**src/rtl/bcd_alu_seq.sv**
```systemverilog
// bcd_alu_seq: signed BCD accumulator ALU with edge-qualified key capture and a digit-serial add/subtract engine
module bcd_alu_seq #(
  parameter int         DIGITS    = 10,
  parameter logic [3:0] IDLE_CODE = 4'hD
) (
  input  logic                  clk,
  input  logic                  rst_n,
  input  logic                  clear_ALU,
  input  logic [3:0]            digit,
  input  logic [1:0]            operation,
  output logic [4*DIGITS-1:0]   AUX,
  output logic                  sgn_AUX,
  output logic                  full_AUX,
  output logic                  full_ACC,
  output logic                  busy,
  output logic                  done
);
  localparam int W = 4 * DIGITS;
  localparam int CW = $clog2(DIGITS);
  localparam logic [1:0] OP_NONE = 2'b00, OP_ADD = 2'b01, OP_SUB = 2'b10, OP_EQ = 2'b11;
  typedef enum logic [1:0] {ENTRY, EXEC_A, EXEC_B, WRITE} state_t;
  state_t state, state_d;
  logic [W-1:0] acc, opa, opb, res, res_n;
  logic [1:0] pending, nxt_op, prev_op;
  logic [3:0] prev_digit, dig;
  logic [CW-1:0] cnt;
  logic [4:0] sum;
  logic acc_sgn, res_sgn, sub, cy, cy_n, fresh, has_digits, lead, d_ev, o_ev, start, last;
  assign o_ev = state == ENTRY && operation != OP_NONE && prev_op == OP_NONE;
  assign d_ev = state == ENTRY && !o_ev && digit <= 4'd9 && prev_digit == IDLE_CODE;
  assign start = o_ev && has_digits && pending != OP_NONE;
  assign last = cnt == CW'(DIGITS - 1);
  assign busy = state == EXEC_A || state == EXEC_B;
  // one BCD digit per cycle; subtraction adds the 9s complement with an initial carry of 1
  assign sum = {1'b0, opa[3:0]} + {1'b0, sub ? 4'd9 - opb[3:0] : opb[3:0]} + {4'b0, cy};
  assign cy_n = sum > 5'd9;
  assign dig = cy_n ? 4'(sum - 5'd10) : sum[3:0];
  assign res_n = {dig, res[W-1:4]};
  // next state: a final borrow in pass A sends the result through a 10s-complement pass
  always_comb begin
    state_d = state;
    if (clear_ALU) state_d = ENTRY;
    else if (state == ENTRY) state_d = start ? EXEC_A : ENTRY;
    else if (state == EXEC_A) state_d = !last ? EXEC_A : (sub && !cy_n) ? EXEC_B : WRITE;
    else if (state == EXEC_B) state_d = last ? WRITE : EXEC_B;
    else state_d = ENTRY;
  end
  // state register
  always_ff @(posedge clk or negedge rst_n) begin
    if (!rst_n) state <= ENTRY;
    else state <= state_d;
  end
  // key capture, operand entry, engine datapath and result write-back
  always_ff @(posedge clk or negedge rst_n) begin
    if (!rst_n) begin
      AUX <= '0; sgn_AUX <= 1'b0; full_AUX <= 1'b0; full_ACC <= 1'b0; done <= 1'b0;
      acc <= '0; acc_sgn <= 1'b0; pending <= OP_NONE; fresh <= 1'b1; has_digits <= 1'b0;
      lead <= 1'b0; prev_digit <= IDLE_CODE; prev_op <= OP_NONE;
      opa <= '0; opb <= '0; res <= '0; cnt <= '0; cy <= 1'b0; sub <= 1'b0;
      res_sgn <= 1'b0; nxt_op <= OP_NONE;
    end else if (clear_ALU) begin
      AUX <= '0; sgn_AUX <= 1'b0; full_AUX <= 1'b0; full_ACC <= 1'b0; done <= 1'b0;
      acc <= '0; acc_sgn <= 1'b0; pending <= OP_NONE; fresh <= 1'b1; has_digits <= 1'b0;
      lead <= 1'b0; prev_digit <= IDLE_CODE; prev_op <= OP_NONE;
    end else begin
      prev_digit <= digit;
      prev_op <= operation;
      done <= 1'b0;
      if (state == ENTRY) begin
        if (o_ev) begin
          full_AUX <= 1'b0;
          if (has_digits && pending == OP_NONE) begin
            acc <= AUX;
            acc_sgn <= sgn_AUX;
            pending <= operation == OP_EQ ? OP_NONE : operation;
            has_digits <= operation == OP_EQ;
            fresh <= 1'b1;
            lead <= 1'b0;
          end else if (start) begin
            opa <= acc;
            opb <= AUX;
            sub <= acc_sgn != (sgn_AUX ^ (pending == OP_SUB));
            cy <= acc_sgn != (sgn_AUX ^ (pending == OP_SUB));
            res_sgn <= acc_sgn;
            nxt_op <= operation == OP_EQ ? OP_NONE : operation;
            cnt <= '0;
          end else if (operation != OP_EQ) begin
            if (pending == OP_NONE) begin
              sgn_AUX <= operation == OP_SUB;
              lead <= operation == OP_SUB;
            end else pending <= operation;
          end
        end else if (d_ev) begin
          if (fresh) begin
            AUX <= {{(W-4){1'b0}}, digit};
            sgn_AUX <= lead;
            fresh <= 1'b0;
            has_digits <= 1'b1;
          end else if (AUX[W-1:W-4] == 4'd0) AUX <= {AUX[W-5:0], digit};
          else full_AUX <= 1'b1;
        end
      end else if (state != WRITE) begin
        opa <= opa >> 4;
        opb <= opb >> 4;
        res <= res_n;
        cy <= cy_n;
        cnt <= last ? '0 : cnt + 1'b1;
        if (state == EXEC_A && last && !sub && cy_n) full_ACC <= 1'b1;
        if (state == EXEC_A && last && sub && !cy_n) begin
          opa <= '0;
          opb <= res_n;
          cy <= 1'b1;
          res_sgn <= !res_sgn;
        end
      end else begin
        AUX <= res;
        sgn_AUX <= res_sgn && res != '0;
        acc <= res;
        acc_sgn <= res_sgn && res != '0;
        done <= 1'b1;
        fresh <= 1'b1;
        pending <= nxt_op;
        has_digits <= nxt_op == OP_NONE;
        lead <= 1'b0;
      end
    end
  end
endmodule

```
**config.mk**
```make
export PLATFORM = sky130hd
export DESIGN_NAME = bcd_alu_seq
export DESIGN_NICKNAME = d
export VERILOG_FILES = /design/src/rtl/bcd_alu_seq.sv
export SDC_FILE = /design/constraint.sdc
export NUM_CORES = 1
export LEC_CHECK = 0
export ABC_AREA = 1
export CORE_UTILIZATION = 40
export DETAILED_ROUTE_END_ITERATION = 6
export MAX_ROUTING_LAYER = met4
export PLACE_DENSITY_LB_ADDON = 0.15
export REMOVE_ABC_BUFFERS = 1
export SYNTH_ARGS = -nofsm -noshare
export SYNTH_HDL_FRONTEND = slang
export SYNTH_SLANG_ARGS = --single-unit
```
**constraint.sdc**
```tcl
create_clock -name clk -period 7.6 [get_ports clk]
set_clock_uncertainty 0.15 [all_clocks]
set_input_delay 0.76 -clock clk [delete_from_list [all_inputs] [get_ports clk]]
set_output_delay 0.76 -clock clk [all_outputs]
set_load 0.01 [all_outputs]
```
### Yosys cells after proc, flatten, opt, wreduce, memory -nomap -nowiden

Index checks and enable logic that the tools add are counted.

| storage, ports and cells | value |
|---|---|
| register bits | 227 |
| output and inout bits | 45 |
| logic and storage cells | 220 |

| cells by class | value |
|---|---|
| add/sub/neg operators | 5 |
| reductions and logical operators | 47 |
| muxes and demuxes | 107 |
| equal/unequal tests | 33 |
| bitwise operators | 4 |
| magnitude comparators | 2 |

Operators by type and width:

| operator | number |
|---|---|
| 40-bit 2-to-1 mux | 22 |
| 1-bit 2-to-1 mux | 60 |
| 40-bit nonzero test | 1 |
| 36-bit 2-to-1 mux | 1 |
| 4-bit 2-to-1 mux | 9 |
| 2-bit 2-to-1 mux | 15 |
| 4-bit by 3-bit inequality test with 1-bit output, second input constant | 6 |
| 5-bit AND reduction | 4 |
| 4-bit inequality test, second input constant | 4 |
| 1-bit logical AND | 15 |
| 3-bit inequality test, second input constant | 5 |
| 2-bit nonzero test | 7 |
| 2-bit inequality test, second input constant | 6 |
| 3-bit AND reduction | 4 |
| 4-bit AND reduction | 3 |
| 2-bit == test, second input constant | 4 |
| 4-bit == test, second input constant | 2 |
| 2-bit zero test | 4 |
| 4-bit by 2-bit inequality test with 1-bit output, second input constant | 2 |
| 7-bit AND reduction | 1 |
| 3-bit by 2-bit inequality test with 1-bit output, second input constant | 2 |
| 6-bit AND reduction | 1 |
| 4-bit by 4-bit adder with 5-bit output | 1 |
| 5-bit by 1-bit adder with 5-bit output | 1 |
| 13 further kinds | 18 |

### Logic depth before layout (Yosys ltp)

| logic depth | value |
|---|---|
| depth in word-level cells | 12 |
| gate-level depth with buffers | 20 |
| mapped depth without buffers | 19 |

### Worst setup path after synthesis

Ideal clock, no wire load.

| path | value |
|---|---|
| path kind | flip-flop to flip-flop |
| from | reg sub |
| to | reg opb[0] |
| data required time | 7329 ps |
| period minus slack after synthesis | 2872 ps |
| arrival time | 2600 ps |
| library setup time | 121 ps |
| path slack | 4728 ps |
| cell stages (with the launch flop) | 17 |
| path buffers | 1 |
| cell sequence | dfrtp_1 xnor2_1 fa_1 inv_1 fa_1 inv_1 ha_1 nand2_1 nand2_1 inv_1 nand2_1 nand3_2 nand2_2 buf_2 nand2_1 nand2_1 a21oi_1 |

| between the ends | value |
|---|---|
| cells in the longest elaborated chain, start to end | 9 |

Ends and longest elaborated chain:

| item | RTL line | source |
|---|---|---|
| start, declared | 28 | `logic acc_sgn, res_sgn, sub, cy, cy_n, fresh, has_digits, lead, d_ev, o_ev, start, last;` |
| start signal, assigned | 82 | `sub <= acc_sgn != (sgn_AUX ^ (pending == OP_SUB));` |
| 4-bit 2-to-1 mux | 35 | `assign sum = {1'b0, opa[3:0]} + {1'b0, sub ? 4'd9 - opb[3:0] : opb[3:0]} + {4'b0, cy};` |
| 4-bit by 4-bit adder with 5-bit output | 35 |  |
| 5-bit by 1-bit adder with 5-bit output | 35 |  |
| 5-bit by 4-bit greater-than comparator with 1-bit output | 36 | `assign cy_n = sum > 5'd9;` |
| 1-bit zero test | 109 | `if (state == EXEC_A && last && sub && !cy_n) begin` |
| 1-bit logical AND (*) | 109 |  |
| 40-bit 2-to-1 mux (*) | 109 |  |
| 40-bit 2-to-1 mux (*) | 102 | `end else if (state != WRITE) begin` |
| 40-bit 2-to-1 mux (*) | 69 | `if (state == ENTRY) begin` |
| end signal, assigned | 104 | `opb <= opb >> 4;` |
| end signal, assigned | 111 | `opb <= res_n;` |
| end, declared | 23 | `logic [W-1:0] acc, opa, opb, res, res_n;` |

Mark *: on every way between the ends. The rest lies on a longest branch, timed or not. The select of a mux whose other input is x is not followed.
A chain may end at the register's enable or synchronous reset.

### Worst setup path in the final report

| path | value |
|---|---|
| from | reg state[0] |
| to | reg AUX[13] |

| between the ends | value |
|---|---|
| cells in the longest elaborated chain, start to end | 9 |

Ends and longest elaborated chain:

| item | RTL line | source |
|---|---|---|
| start, declared | 22 | `state_t state, state_d;` |
| start signal, assigned | 51 | `else state <= state_d;` |
| 2-bit zero test | 29, 30, 69 |  |
| 1-bit logical AND (2 in series) | 29 | `assign o_ev = state == ENTRY && operation != OP_NONE && prev_op == OP_NONE;` |
| 1-bit zero test | 30 | `assign d_ev = state == ENTRY && !o_ev && digit <= 4'd9 && prev_digit == IDLE_CODE;` |
| 1-bit logical AND (3 in series) | 30 |  |
| 3-bit inequality test (no line) | n/a |  |
| 4-bit AND reduction (no line) | n/a |  |
| end signal, assigned | 95 | `AUX <= {{(W-4){1'b0}}, digit};` |
| end signal, assigned | 99 | `end else if (AUX[W-1:W-4] == 4'd0) AUX <= {AUX[W-5:0], digit};` |
| end signal, assigned | 116 | `AUX <= res;` |
| end, declared | 11 | `output logic [4*DIGITS-1:0] AUX,` |

Several ways; a longest one is shown, not always the timed one.

==> reports/metrics.cfg <==
[status]
status=completed

[sta]
rsz0062_at_grt=no
fin_crit_sh_pct=56.9
final.setup.tns_ns=0
hold_viol=0
finalCriticalPeriod_ns=4.33
max_freq_mhz=231
drv_slew=0
maxSlewHeadroom_pct=38.0
tightest_slew_ns=0.929
setup_viol=0

[global_routing]
grt_max_degree=114
grt_pass1_vias=9821
antenna_found_initial=0
overflow=0
grt_first_pass_wirelength_um=54300
grt_usage_pct=24.4

[clock_network]
cts-root-buf=clkbuf_16
cts_hold_buf=0
cts_setup_buffers=0
post_cts_resized=0
cts_made_buffers=27
path_clk_slew_ns=0.06
htreeDepth=1
insertion_delay_ns=0.54
clkSinkCount=227
cts_max_path_buffers=3
cts_tree=built

[power]
p_leak_nw=6.31
p_per_area_nw_per_um2=381
ir_worst_vdd_mv=0.205
p_clk_share_pct=25.6
swShare_pct=39.5
finalPower_w=0.00495
internal_power_w=0.00300
switching_power_w=0.00195
p_comb_share_pct=35.4
seq_power_share_pct=39.0

[setup_path]
max_stage_delay_ns=0.68
crit_top_cell=buf_4
crit_start=state[0]
start_kind=flop
criticalPathCategory=reg2reg
reg2reg_from=state[0]
critPathBufInv=6
cp_top_family=buffers and inverters
cp.depth=12
reg2reg_depth=12
path_cells=inv_1 -> ha_4 -> nor2_1 -> inv_2 -> nor2_4 -> buf_4 -> inv_2 -> buf_4 -> nand2_2 -> buf_4 -> nand2_1 -> o21ai_0
crit_required_ns=7.84
crit_fanout=69
cp_slowest_cell=buf_4
cp-end-kind=flop
worst_ep_arrival_time_ns=4.57

[die]
core-area_um2=28000
die_area_um2=29300
die_w_um=171
rows=61
io_pins=54
die_y_um=171
start_util_pct=40.9

[routing]
remaining_drc_errors=0
wire_per_inst_um=17.4
drtIter0Drc=723
dr_total_vias=9827
dr.pass1.iters=6
avgViaCountPerCell=5.17
ant_nets=0
wl_um=33100

[job]
drv_cap=0

[finish]
fin_util_pct=46.4
nets=1532
seqCellArea_um2=5690
layout_commonest_cell=nand2_1
num-fill-cells=2854
multiInputGateArea_um2=4760
layout_common_cells=nand2_1 (331), nor2_1 (286), dfrtp_1 (223)
antennaDiodeCount=0
drive_gt1_share_pct=5.51
syn_to_final_growth_pct=13.5

[yosys]
synth_seq_cells=227
ys_types=39
synth.cell_area_um2=11500
yosys_warnings=0
synth_edf_count=0
yosysSeqAreaShare_pct=49.6
postSynth.asyncResetShare_pct=100
synth_cells=1497
syn-mean-instance-area_um2=7.65
ys.flop_type=dfrtp_1

[placed_design]
portBuffers=53
hpwl_um=19600
gp_congestion=0.866

[worst_hold_path]
hold_path.class=in2async

[logic make-up (layout without fill, tap and decap cells)]
logic type                 after synthesis  count (layout)  share of synthesized area [%]
DFF                                    227             227                           49.6
and+or+nand+nor                        688             688                           23.9
buffers and inverters                  242             269                           8.93
xor gates and xnor gates                 6               6                          0.459
adders and majority gates               15              15                           1.77
AOI/OAI and AO/OA                      319             319                           15.3
[stage by stage]
| stage | cell area [um2] | instances | setup slack [ns] | hold WS, ns |
|---|---|---|---|---|
| after CTS | 13000 | 1902 | 3.24 | 0.216 |
| after global placement | 12100 | 1857 | 3.19 | 0.316 |
| after floorplan | 11000 | 1413 | 0.502 | 0.299 |
| after global routing | 13000 | 1902 | 2.88 | 0.250 |
| after detailed placement | 12100 | 1857 | 3.12 | 0.318 |
| final | 13000 | 1902 | 3.27 | 0.181 |
[flip-flops by register name, summed over array words and instances, names as in the netlist]
signal      cells
AUX            40
acc            40
opa            40
opb            40
res            40
cnt             4
prev_digit      4
nxt_op          2
pending         2
prev_op         2
state           2
acc_sgn         1
cy              1
done            1
fresh           1
full_ACC        1
full_AUX        1
has_digits      1
lead            1
res_sgn         1
sgn_AUX         1
sub             1
[synthesized netlist by cell type (5+ instances only)]
cell type / instances / area [um2]
nand2_1: 332 / 1250
nor2_1: 286 / 1070
dfrtp_1: 223 / 5580
inv_1: 150 / 563
a21oi_1: 124 / 621
o21ai_0: 115 / 576
a22oi_1: 36 / 270
nand3_1: 35 / 175
clkbuf_1: 34 / 128
buf_2: 28 / 140
o21ai_1: 23 / 115
ha_1: 13 / 163
buf_1: 9 / 33.8
buf_6: 8 / 90.1
inv_2: 8 / 30.0
nor4_1: 7 / 43.8
o22ai_1: 7 / 43.8
nand4_1: 6 / 37.5
nor3_1: 6 / 30.0
buf_4: 5 / 37.5
nand2_2: 5 / 31.3
[per-layer routing]
layer  track usage [%]  vias to the layer above  share of wire, %
li1                  -                     4790                 -
met1              34.0                     4754                47
met2              37.7                      231                45
met3              2.67                       52               4.6
met4              6.87                        0               2.6
met5                 -                        -                 0
[final cells by class]
cell class	count	share of cell area, %
Sequential cell	227	43.8
Multi-Input combinational cell	1028	36.6
Clock buffer	39	5.93
Timing Repair Buffer	66	4.87
Inverter	158	4.56
Tap cell	378	3.64
Clock inverter	6	0.616
[power by group through the flow]
stage	Clock [W]	Combinational, W	Sequential, W
5_1_grt	0.00134	0.00203	0.00198
6_report	0.00127	0.00175	0.00193
2_1_floorplan	0	0.00125	0.00186
3_3_place_gp	0	0.00172	0.00194
4_1_cts	0.00130	0.00176	0.00193
3_5_place_dp	0	0.00176	0.00194
[worst reg2reg max path: stages, from the launching register on]
cell	delay, ns
dfrtp_1	0.43
inv_1	0.14
ha_4	0.67
nor2_1	0.19
inv_2	0.12
nor2_4	0.03
buf_4	0.30
inv_2	0.19
buf_4	0.68
nand2_2	0.63
buf_4	0.46
nand2_1	0.11
o21ai_0	0.08
[path summary, 6_finish.rpt]
| check | end | slack [ns] |
|---|---|---|
| max in group asynchronous | acc[22] | 5.71 |
| hold reg to reg | res[21] | 0.33 |
| min in group clk | res[21] | 0.33 |
| hold / removal | AUX[14] | 0.18 |
| setup / recovery | AUX[13] | 3.27 |
| setup reg to reg | AUX[13] | 3.27 |
Note: power is estimated with default switching activity, not from simulation.
